**src/rtl/sync_pkg.sv**
```systemverilog
// Shared types and helpers for the multi-channel CDC synchroniser.
package sync_pkg;

  typedef enum logic {
    SYNC_LEVEL  = 1'b0,
    SYNC_TOGGLE = 1'b1
  } sync_mode_e;

  localparam int SYNC_MIN_STAGES = 2;

  // Filter counter width; never narrower than one bit so the vector stays legal.
  function automatic int sync_cnt_width(input int filt_len);
    int w;
    w = $clog2(filt_len + 1);
    if (w < 1) w = 1;
    return w;
  endfunction

endpackage

```
**src/rtl/sync_chan.sv**
```systemverilog
// One synchroniser channel: metastability chain, glitch filter, edge detect, sticky flag.
// Sticky flag is only built when SYNC_MULTI_STICKY_EN is defined.
import sync_pkg::*;

module sync_chan #(
  parameter int   STAGES   = 2,
  parameter int   MODE     = 0,
  parameter int   FILT_LEN = 0,
  parameter logic RST_VAL  = 1'b0
) (
  input  logic clk,
  input  logic rst,
  input  logic async_in,
  input  logic sticky_clr,
  output logic level_out,
  output logic rise,
  output logic fall,
  output logic pulse,
  output logic sticky
);

  localparam int CW = sync_cnt_width(FILT_LEN);

  logic [STAGES-1:0] chain;
  logic              sync_lvl;
  logic              level_d;

  if (STAGES < SYNC_MIN_STAGES) begin : g_stage_chk
    $error("sync_chan: STAGES must be at least %0d", SYNC_MIN_STAGES);
  end

  always_ff @(posedge clk) begin
    if (rst) chain <= {STAGES{RST_VAL}};
    else     chain <= {chain[STAGES-2:0], async_in};
  end

  assign sync_lvl = chain[STAGES-1];

  if (FILT_LEN == 0) begin : g_nofilt
    always_ff @(posedge clk) begin
      if (rst) level_out <= RST_VAL;
      else     level_out <= sync_lvl;
    end
  end else begin : g_filt
    logic [CW-1:0] cnt;

    // Any agreement restarts the run, so short glitches never reach level_out.
    always_ff @(posedge clk) begin
      if (rst) begin
        level_out <= RST_VAL;
        cnt       <= '0;
      end else if (sync_lvl == level_out) begin
        cnt <= '0;
      end else if (cnt == CW'(FILT_LEN - 1)) begin
        level_out <= ~level_out;
        cnt       <= '0;
      end else begin
        cnt <= cnt + CW'(1);
      end
    end
  end

  always_ff @(posedge clk) begin
    if (rst) level_d <= RST_VAL;
    else     level_d <= level_out;
  end

  assign rise  = level_out & ~level_d;
  assign fall  = ~level_out & level_d;
  assign pulse = (MODE == int'(SYNC_TOGGLE)) ? (rise | fall) : rise;

`ifdef SYNC_MULTI_STICKY_EN
  // Set has priority over clear so an event coinciding with a clear is kept.
  always_ff @(posedge clk) begin
    if (rst)             sticky <= 1'b0;
    else if (pulse)      sticky <= 1'b1;
    else if (sticky_clr) sticky <= 1'b0;
  end
`else
  logic unused_clr;
  assign unused_clr = sticky_clr;
  assign sticky     = 1'b0;
`endif

endmodule

```
**src/rtl/synchronizer_multi.sv**
```systemverilog
// Multi-channel CDC synchroniser top: one independent sync_chan per channel.
// Optional sticky event flags are enabled by SYNC_MULTI_STICKY_EN.
import sync_pkg::*;

module synchronizer_multi #(
  parameter int                CHANNELS  = 4,
  parameter int                STAGES    = 2,
  parameter int                MODE      = 0,
  parameter int                FILT_LEN  = 0,
  parameter logic [CHANNELS-1:0] RST_VALUE = '0
) (
  input  logic                clk,
  input  logic                rst,
  input  logic [CHANNELS-1:0] async_in,
  output logic [CHANNELS-1:0] level_out,
  output logic [CHANNELS-1:0] rise,
  output logic [CHANNELS-1:0] fall,
  output logic [CHANNELS-1:0] pulse,
  output logic [CHANNELS-1:0] sticky,
  input  logic [CHANNELS-1:0] sticky_clr
);

  for (genvar i = 0; i < CHANNELS; i++) begin : g_chan
    sync_chan #(
      .STAGES   (STAGES),
      .MODE     (MODE),
      .FILT_LEN (FILT_LEN),
      .RST_VAL  (RST_VALUE[i])
    ) u_chan (
      .clk        (clk),
      .rst        (rst),
      .async_in   (async_in[i]),
      .sticky_clr (sticky_clr[i]),
      .level_out  (level_out[i]),
      .rise       (rise[i]),
      .fall       (fall[i]),
      .pulse      (pulse[i]),
      .sticky     (sticky[i])
    );
  end

endmodule

```
**config.mk**
```make
export PLATFORM = sky130hd
export DESIGN_NAME = synchronizer_multi
export DESIGN_NICKNAME = d
export VERILOG_FILES = /design/src/rtl/sync_pkg.sv /design/src/rtl/sync_chan.sv /design/src/rtl/synchronizer_multi.sv
export SDC_FILE = /design/constraint.sdc
export NUM_CORES = 1
export LEC_CHECK = 0
export BUFFER_PORTS_ARGS = -buffer_cell sky130_fd_sc_hd__buf_2
export CAP_MARGIN = 40
export CORE_UTILIZATION = 47
export DETAILED_ROUTE_END_ITERATION = 12
export PLACE_DENSITY = 0.8
export RECOVER_POWER = 25
export SYNTH_ARGS = -nofsm -noshare
export SYNTH_HDL_FRONTEND = slang
export SYNTH_SLANG_ARGS = --single-unit
export TNS_END_PERCENT = 50
```
**constraint.sdc**
```tcl
create_clock -name clk -period 1.75 [get_ports clk]
set_input_delay 0.175 -clock clk [delete_from_list [all_inputs] [get_ports clk]]
set_output_delay 0.175 -clock clk [all_outputs]
set_load 0.03 [all_outputs]
```
==> flow_summary.yaml, run 1 <==
synthesis:
  synth_area_per_cell_um2: 10.8
  yosys_warnings: 0
  ys_seq_elements: 16
  syn_inst: 62
  synth_area_um2: 668
  ys_seq_area_share_pct: 47.9
  ys_types: 7
routing:
  routed_wl_um: 613
  wl_per_cell_um: 7.30
  drc_errors: 0
  drt-pass1-iter-count: 1
  ant_nets: 0
  viasPerCell: 4.12
  via_count: 346
  drt_iter0_drc: 0
sta:
  fin_skew_ns: 0.00135
  relSlewSlack_pct: 50.7
  setup_violations: 0
  period_share_pct: 68.0
  slew_violations: 0
  rsz0062_at_grt: "false"
  fin_ws_ns: 0.560
  fin_crit_ns: 1.19
  worst_pin_slew_ns: 0.739
  fmax_ghz: 0.840
  setup-tns-final_ns: 0
  finalHoldViolCount: 0
pwr:
  p_comb_share_pct: 9.3
  vdd_drop_max_v: 0.000418
  power.share.clock_pct: 34.2
  power_leakage_nw: 0.359
  internal_power_mw: 0.524
  p_per_area_nw_per_um2: 994
  fin_total_pwr_mw: 0.673
  power.switching_mw: 0.149
  seqPwrFrac_pct: 56.5
  power.share.switching_pct: 22.2
clock_network:
  cts_buffers: 3
  cts_max_level: 1
  cts_setup_buffers: 0
  cts.path.max_buffers: 2
  cts_tree: "done"
  cts.sink_count: 16
  cts_resized: 0
  clk_latency_ns: 0.28
  cts_root_buf: "clkbuf_4"
  postCtsHoldBufs: 0
  clkTransAtPathRegs_ns: 0.08
setup_path:
  end_kind: "output port"
  cp-start-kind: "flop"
  reg2reg_depth: 1
  critPathArrivalTime_ns: 1.02
  worstSetupPathType: "flop to output port"
  r2r_start: "g_chan[2].u_chan.level_out$_SDFF_PP0_"
  r2r_slack_ns: 1.12
  critPathRequiredTime_ns: 1.57
  cp_max_fo: 4
  reg2reg_to: "g_chan[2].u_chan.level_d$_SDFF_PP0_"
layout:
  nNetsFinal: 80
  final_layout_size_suffix_gt1_share_pct: 53.6
  area_growth_pct: 1.31
  n_antenna_cell: 0
  final_cell_area_um2: 677
  fin_util_pct: 51.4
global_route:
  track_usage_pct: 9.94
  antenna_found_initial: 0
  grt_pass1_wl_um: 910
  grt_pass1_vias: 240
  grt_remaining_overflow: 0
  grt_max_degree: 17
placement:
  io_buffer_count: 21
  place_ws_ns: 0.853
  gp_congestion: 0.500
  dpl_cell_area_um2: 642
hold_path:
  whs_path_depth: 2
  min_to: "g_chan[1].u_chan.chain[0]$_SDFF_PP0_"
  worstHoldStart: "async_in[1]"
  holdCritPathClass: "primary input to flop"
job:
  drv_cap: 0
floorplan:
  start_util_pct: 50.7
  top_level_ports: 30
  die_h_um: 39.7
  num_rows: 13
  die_area_um2: 1580
  core-area_um2: 1320
  die_w_um: 39.7
outcome:
  outcome: "finished, final reports clean"
[through the flow]
step	cells	hold slack, ns
2_1_floorplan	65	0.303
3_3_place_gp	80	0.385
3_5_place_dp	80	0.388
4_1_cts	84	0.0854
5_1_grt	84	0.0888
6_report	84	0.0996
[flip-flops by register name, summed over array words and instances (netlist names)]
name                     cells
g_chan.u_chan.chain          8
g_chan.u_chan.level_d        4
g_chan.u_chan.level_out      4
[layer usage]
metal | wire (um) | vias to the layer above | track usage [%]
li1 | - | 174 | -
met1 | 269 | 145 | 9.00
met2 | 266 | 23 | 13.9
met3 | 60 | 4 | 5.11
met4 | 17 | 0 | 12.9
met5 | 0 | - | 0
[area by class of cell]
class	count	area [um2]
Multi-Input combinational cell	28	198
Sequential cell	16	320
Clock buffer	4	36.3
Timing Repair Buffer	21	104
Tap cell	15	18.8
Fill cell	137	641
[kinds of logic after synthesis]
kind of cell	after synthesis	synth area share [%]
flops	16	47.9
simple gates	24	27.3
other cells	1	0.561
buf+inv	21	24.2
[worst max-delay path by stage]
stage / startpoint / to
2_1_floorplan: g_chan[1].u_chan.level_out$_SDFF_PP0_ / pulse[1]
3_3_place_gp: g_chan[1].u_chan.level_out$_SDFF_PP0_ / pulse[1]
5_1_grt: g_chan[1].u_chan.level_out$_SDFF_PP0_ / pulse[1]
6_report: g_chan[1].u_chan.level_out$_SDFF_PP0_ / pulse[1]
3_5_place_dp: g_chan[2].u_chan.level_out$_SDFF_PP0_ / rise[2]
4_1_cts: g_chan[2].u_chan.level_out$_SDFF_PP0_ / rise[2]
[power groups by stage]
stage / Clock, mW / Combinational (mW) / Sequential (mW)
3_5_place_dp: 0 / 0.0633 / 0.389
3_3_place_gp: 0 / 0.0627 / 0.388
5_1_grt: 0.261 / 0.0688 / 0.382
2_1_floorplan: 0 / 0.0694 / 0.388
6_report: 0.230 / 0.0626 / 0.380
4_1_cts: 0.247 / 0.0633 / 0.380
[cells in the mapped netlist (all sizes together)]
master / instances / share of area (%)
buf: 21 / 24
nor2b: 18 / 19
dfxtp: 16 / 48
and2b: 6 / 7.9
conb: 1 / 0.56
[critical path: stages, from the launching register on]
cell and delay (ns):
dfxtp_1 0.36, nor2b_1 0.17, buf_2 0.21
[layout by cell type (no fill, tap or decap)]
cell and n:
and2b_2 6, dfxtp_1 16, clkbuf_8 1, conb_1 4, nor2b_2 7, nor2b_1 11, buf_2 20, clkbuf_4 3
clkbuf_1 1
(Power assumes the default switching activity.)
==> run 2: changes to the inputs <==
--- a/config.mk
+++ b/config.mk
@@ -7,9 +7,9 @@
 export LEC_CHECK = 0
 export BUFFER_PORTS_ARGS = -buffer_cell sky130_fd_sc_hd__buf_2
 export CAP_MARGIN = 40
-export CORE_UTILIZATION = 47
+export CORE_UTILIZATION = 44
 export DETAILED_ROUTE_END_ITERATION = 12
-export PLACE_DENSITY = 0.8
+export PLACE_DENSITY = 0.75
 export RECOVER_POWER = 25
 export SYNTH_ARGS = -nofsm -noshare
 export SYNTH_HDL_FRONTEND = slang
==> constraint.sdc (replaced) <==
create_clock -name clk -period 1.2 [get_ports clk]
set_input_delay 0.12 -clock clk [delete_from_list [all_inputs] [get_ports clk]]
set_output_delay 0.12 -clock clk [all_outputs]
set_load 0.03 [all_outputs]
==> run 2 against run 1 <==
  * Worst hold slack worse by 0.066 ns
  * Clock skew up 0.00073 ns
  * Register-to-register slack worse by 0.53 ns
  * Critical path type unchanged
  * Largest cell class unchanged
  * Global-route usage about the same
  * Core utilization increased by 0.34 points
==> flow_summary.yaml, run 2 (synthesis gave the netlist of run 1 again) <==
floorplan:
  start_util_pct: 49.5
  die_h_um: 41.0
  core-area_um2: 1350
  die_w_um: 41.0
  num_rows: 13
  top_level_ports: 30
  die_area_um2: 1680
sta:
  period_share_pct: 93.6
  relSlewSlack_pct: 64.3
  rsz0062_at_grt: "true"
  finalHoldViolCount: 0
  holdWs_ns: 0.0337
  fin_crit_ns: 1.12
  fin_skew_ns: 0.00208
  setup_violations: 0
  fmax_ghz: 0.891
  slew_violations: 0
  worst_pin_slew_ns: 0.535
  setup-tns-final_ns: 0
layout:
  nNetsFinal: 81
  area_growth_pct: 4.49
  fin_util_pct: 51.7
  stdcell_count: 85
  final_common_cell: "buf_2"
  final_cell_area_um2: 698
  final_layout_size_suffix_gt1_share_pct: 58.6
  regMostFlops: "g_chan.u_chan.chain"
  largest_reg_flops: 8
  n_antenna_cell: 0
  layout_common_cells: "16 x buf_2, 14 x dfxtp_1, 9 x nor2b_1, 9 x nor2b_2, 7 x clkbuf_4"
  largestRegisters: "g_chan.u_chan.chain: 8 flops, g_chan.u_chan.level_d: 4 flops, g_chan.u_chan.level_out: 4 flops"
pwr:
  p_per_area_nw_per_um2: 1430
  vdd_drop_max_v: 0.000759
  power_leakage_nw: 0.359
routing:
  ant_nets: 0
  wl_met3_um: 57
  m1WireLength_um: 281
  drt-pass1-iter-count: 1
  via_count: 340
  drt_iter0_drc: 0
  wl_per_cell_um: 7.47
  highest_layer: "met4"
  met2_length_um: 258
  viasPerCell: 4.00
  routed_wl_um: 635
  drc_errors: 0
setup_path:
  worstSetupPathType: "flop to output port"
  cp_max_fo: 4
  end_kind: "output port"
  critPathRequiredTime_ns: 1.08
  r2r_start: "g_chan[1].u_chan.level_out$_SDFF_PP0_"
  critPathArrivalTime_ns: 1.00
  critPathLaunch: "g_chan[3].u_chan.level_out$_SDFF_PP0_"
  cp-start-kind: "flop"
global_route:
  grt_pass1_vias: 211
  grt_remaining_overflow: 0
  grt_pass1_wl_um: 917
  track_usage_pct: 9.94
  antenna_found_initial: 0
  grt_max_degree: 13
placement:
  dp.cells: 81
  gp_congestion: 0.512
  dpl_cell_area_um2: 649
  io_buffer_count: 21
  hpwl_um: 468
clock_network:
  cts_tree: "done"
  cts.path.max_buffers: 2
  cts_max_level: 1
  cts_buffers: 3
  cts_root_buf: "clkbuf_4"
  postCtsHoldBufs: 0
  cts.sink_count: 16
  clkTransAtPathRegs_ns: 0.09
  clk_latency_ns: 0.29
hold_path:
  holdCritPathClass: "primary input to flop"
  worstHoldStart: "async_in[1]"
outcome:
  outcome: "finished, final reports clean"
job:
  drv_cap: 0
==> run 2: area by class of cell <==
| cell class | count | area, um2 |
|---|---|---|
| fillers | 134 | 652 |
| flip-flops and latches | 16 | 323 |
| multi-input cells | 28 | 203 |
| repair buffers | 22 | 118 |
| clock buffers | 4 | 36.3 |
| well taps | 15 | 18.8 |
==> run 2: per-layer routing <==
| metal | global-route usage (%) | up-vias |
|---|---|---|
| li1 | - | 177 |
| met1 | 10.3 | 138 |
| met2 | 11.7 | 20 |
| met3 | 4.89 | 5 |
| met4 | 15.0 | 0 |
| met5 | 0 | - |
==> run 2: power breakdown <==
part / internal (mW) / switching [mW] / total, mW / leakage (nW)
clock network: 0.185 / 0.164 / 0.349 / 0.0210
logic: 0.0334 / 0.0610 / 0.0944 / 0.206
registers: 0.549 / 0.00560 / 0.555 / 0.132
total: 0.767 / 0.231 / 0.998 / 0.359
==> run 2: worst max-delay path: stages (launching register included) <==
cell,delay [ns]
dfxtp_1,0.36
nor2b_1,0.15
buf_2,0.21
==> run 2: stage by stage <==
stage          total power [mW]  setup WS (ns)
2_1_floorplan             0.667          0.422
3_3_place_gp              0.660          0.402
3_5_place_dp              0.662          0.371
4_1_cts                    1.01         0.0448
5_1_grt                    1.05       -0.00540
6_report                  0.998         0.0772
==> run 2: what timing repair did <==
item                       CTS  global route
setup buffers                0             0
setup endpoints to repair    0             6
resized for setup            0             8
==> run 2: path summary, 6_finish.rpt <==
path / to / slack [ns] / cells after the start
max: pulse[3] / 0.08 / 2
max reg2reg: g_chan[1].u_chan.level_d$_SDFF_PP0_ / 0.59 / 1
min reg2reg: g_chan[3].u_chan.chain[1]$_SDFF_PP0_ / 0.44 / 1
min: g_chan[1].u_chan.chain[0]$_SDFF_PP0_ / 0.03 / 2
==> run 3: changes to the inputs <==
--- a/config.mk
+++ b/config.mk
@@ -11,6 +11,7 @@
 export DETAILED_ROUTE_END_ITERATION = 12
 export PLACE_DENSITY = 0.75
 export RECOVER_POWER = 25
+export REMOVE_ABC_BUFFERS = 1
 export SYNTH_ARGS = -nofsm -noshare
 export SYNTH_HDL_FRONTEND = slang
 export SYNTH_SLANG_ARGS = --single-unit
==> run 3 against run 2 <==
  * Clock power fell by 25%
  * Setup slack got worse by 0.017 ns
  * Non-clock buffer count is 1 lower
  * Critical path type unchanged
  * Via count increased by 2.9%
  * Cell count decreased by 2.4%
  * Die area did not move
  * Sequential power about the same
  * Worst hold slack improved by 0.016 ns
  * Combinational power grew 0.7%
  * Power is 8.7% lower
  * Cell area fell by 1.4%
==> flow_summary.yaml, run 3 (synthesis gave the netlist of run 1 again) <==
global_route:
  grt_pass1_wl_um: 938
  grt_remaining_overflow: 0
  grt_pass1_vias: 243
  track_usage_pct: 9.15
  antenna_found_initial: 0
  grt_max_degree: 17
layout:
  final_layout_size_suffix_gt1_share_pct: 60.3
  largest_reg_flops: 8
  nNetsFinal: 80
  n_antenna_cell: 0
  stdcell_count: 83
  largestRegisters: "g_chan.u_chan.chain: 8 flops, g_chan.u_chan.level_d: 4 flops, g_chan.u_chan.level_out: 4 flops"
  area_growth_pct: 3.00
  layout_common_cells: "14 x dfxtp_1, 14 x buf_2, 10 x nor2b_2"
  fillers: 133
  regMostFlops: "g_chan.u_chan.chain"
setup_path:
  worstSetupEndpoint: "rise[3]"
  critPathRequiredTime_ns: 1.08
  cp-start-kind: "flop"
  critPathArrivalTime_ns: 1.02
  critPathLaunch: "g_chan[3].u_chan.level_out$_SDFF_PP0_"
  reg2reg_depth: 1
  r2r_slack_ns: 0.58
  worstSetupPathType: "flop to output port"
  r2r_start: "g_chan[1].u_chan.level_out$_SDFF_PP0_"
  end_kind: "output port"
  cp_max_fo: 4
  reg2reg_to: "g_chan[1].u_chan.level_d$_SDFF_PP0_"
outcome:
  outcome: "finished, final reports clean"
routing:
  routed_wl_um: 703
  drt-pass1-iter-count: 2
  via_count: 350
  wl_per_cell_um: 8.47
  viasPerCell: 4.22
  drc_errors: 0
  drt_iter0_drc: 3
  ant_nets: 0
clock_network:
  cts_root_buf: "clkbuf_4"
  cts_resized: 0
  cts_max_level: 1
  cts_buffers: 3
  clkTransAtPathRegs_ns: 0.08
  postCtsHoldBufs: 0
  cts.path.max_buffers: 2
  cts_setup_buffers: 0
  clk_latency_ns: 0.27
  cts.sink_count: 16
  cts_tree: "done"
pwr:
  power_leakage_nw: 0.350
  p_per_area_nw_per_um2: 1320
  vdd_drop_max_v: 0.000575
sta:
  slew_violations: 0
  fin_ws_ns: 0.0601
  holdWs_ns: 0.0496
  worst_pin_slew_ns: 0.693
  fmax_ghz: 0.877
  setup-tns-final_ns: 0
  period_share_pct: 95.0
  fin_crit_ns: 1.14
  finalHoldViolCount: 0
  relSlewSlack_pct: 53.8
  fin_skew_ns: 0.00184
  rsz0062_at_grt: "true"
  setup_violations: 0
placement:
  hpwl_um: 495
  place_ws_ns: 0.357
  io_buffer_count: 21
  gp_congestion: 0.569
  dp.cells: 80
floorplan:
  num_rows: 13
  start_util_pct: 49.5
  die_w_um: 41.0
  top_level_ports: 30
  die_area_um2: 1680
  die_h_um: 41.0
  core-area_um2: 1350
job:
  drv_cap: 0
hold_path:
  holdCritPathClass: "primary input to flop"
-- run 3: cell count changes in the layout (fill, tap and decap cells not counted), sizes merged --
cell    change
buf         -1
clkbuf      -1
-- run 3: power breakdown --
group          leakage [nW]  internal [mW]  switching, mW
Sequential            0.132          0.549        0.00611
Combinational         0.204         0.0339         0.0612
Clock                0.0138          0.116          0.144
-- run 3: worst min-delay path by stage --
| stage | cells past startpoint | from | end | slack (ns) |
|---|---|---|---|---|
| 2_1_floorplan | 1 | rst | g_chan[0].u_chan.chain[1]$_SDFF_PP0_ | 0.19 |
| 3_3_place_gp | 2 | async_in[3] | g_chan[3].u_chan.chain[0]$_SDFF_PP0_ | 0.33 |
| 3_5_place_dp | 2 | async_in[3] | g_chan[3].u_chan.chain[0]$_SDFF_PP0_ | 0.34 |
| 4_1_cts | 2 | async_in[0] | g_chan[0].u_chan.chain[0]$_SDFF_PP0_ | 0.04 |
| 5_1_grt | 2 | async_in[3] | g_chan[3].u_chan.chain[0]$_SDFF_PP0_ | 0.05 |
| 6_report | 2 | async_in[0] | g_chan[0].u_chan.chain[0]$_SDFF_PP0_ | 0.05 |
-- run 3: cell type report --
class,instances,area (um2),share of cell area [%]
Clock buffer,3,22.5,3.27
Multi-Input combinational cell,28,205,29.8
Sequential cell,16,323,46.9
Tap cell,15,18.8,2.73
Timing Repair Buffer,21,119,17.3
-- run 3: through the flow --
stage / utilization [%] / total power [mW] / cell area [um2]
finish: 51.0 / 0.911 / 688
detailed placement: 47.5 / 0.660 / 642
global route: 51.0 / 0.964 / 688
global placement: 47.5 / 0.657 / 642
floorplan: - / 0.630 / 518
CTS: 49.2 / 0.920 / 664
-- run 3: critical path, stage by stage (launching register included) --
cell	delay, ns
dfxtp_1	0.36
nor2b_1	0.17
buf_2	0.22
-- run 3: layer usage --
| metal | part of all wire [%] | global-route usage, % | up-vias | wire (um) |
|---|---|---|---|---|
| met4 | 2.7 | 10.0 | 0 | 19 |
| met5 | 0 | 0 | - | 0 |
| met2 | 50 | 14.8 | 21 | 354 |
| met3 | 6.8 | 1.63 | 2 | 48 |
| li1 | - | - | 172 | - |
| met1 | 40 | 9.30 | 155 | 280 |
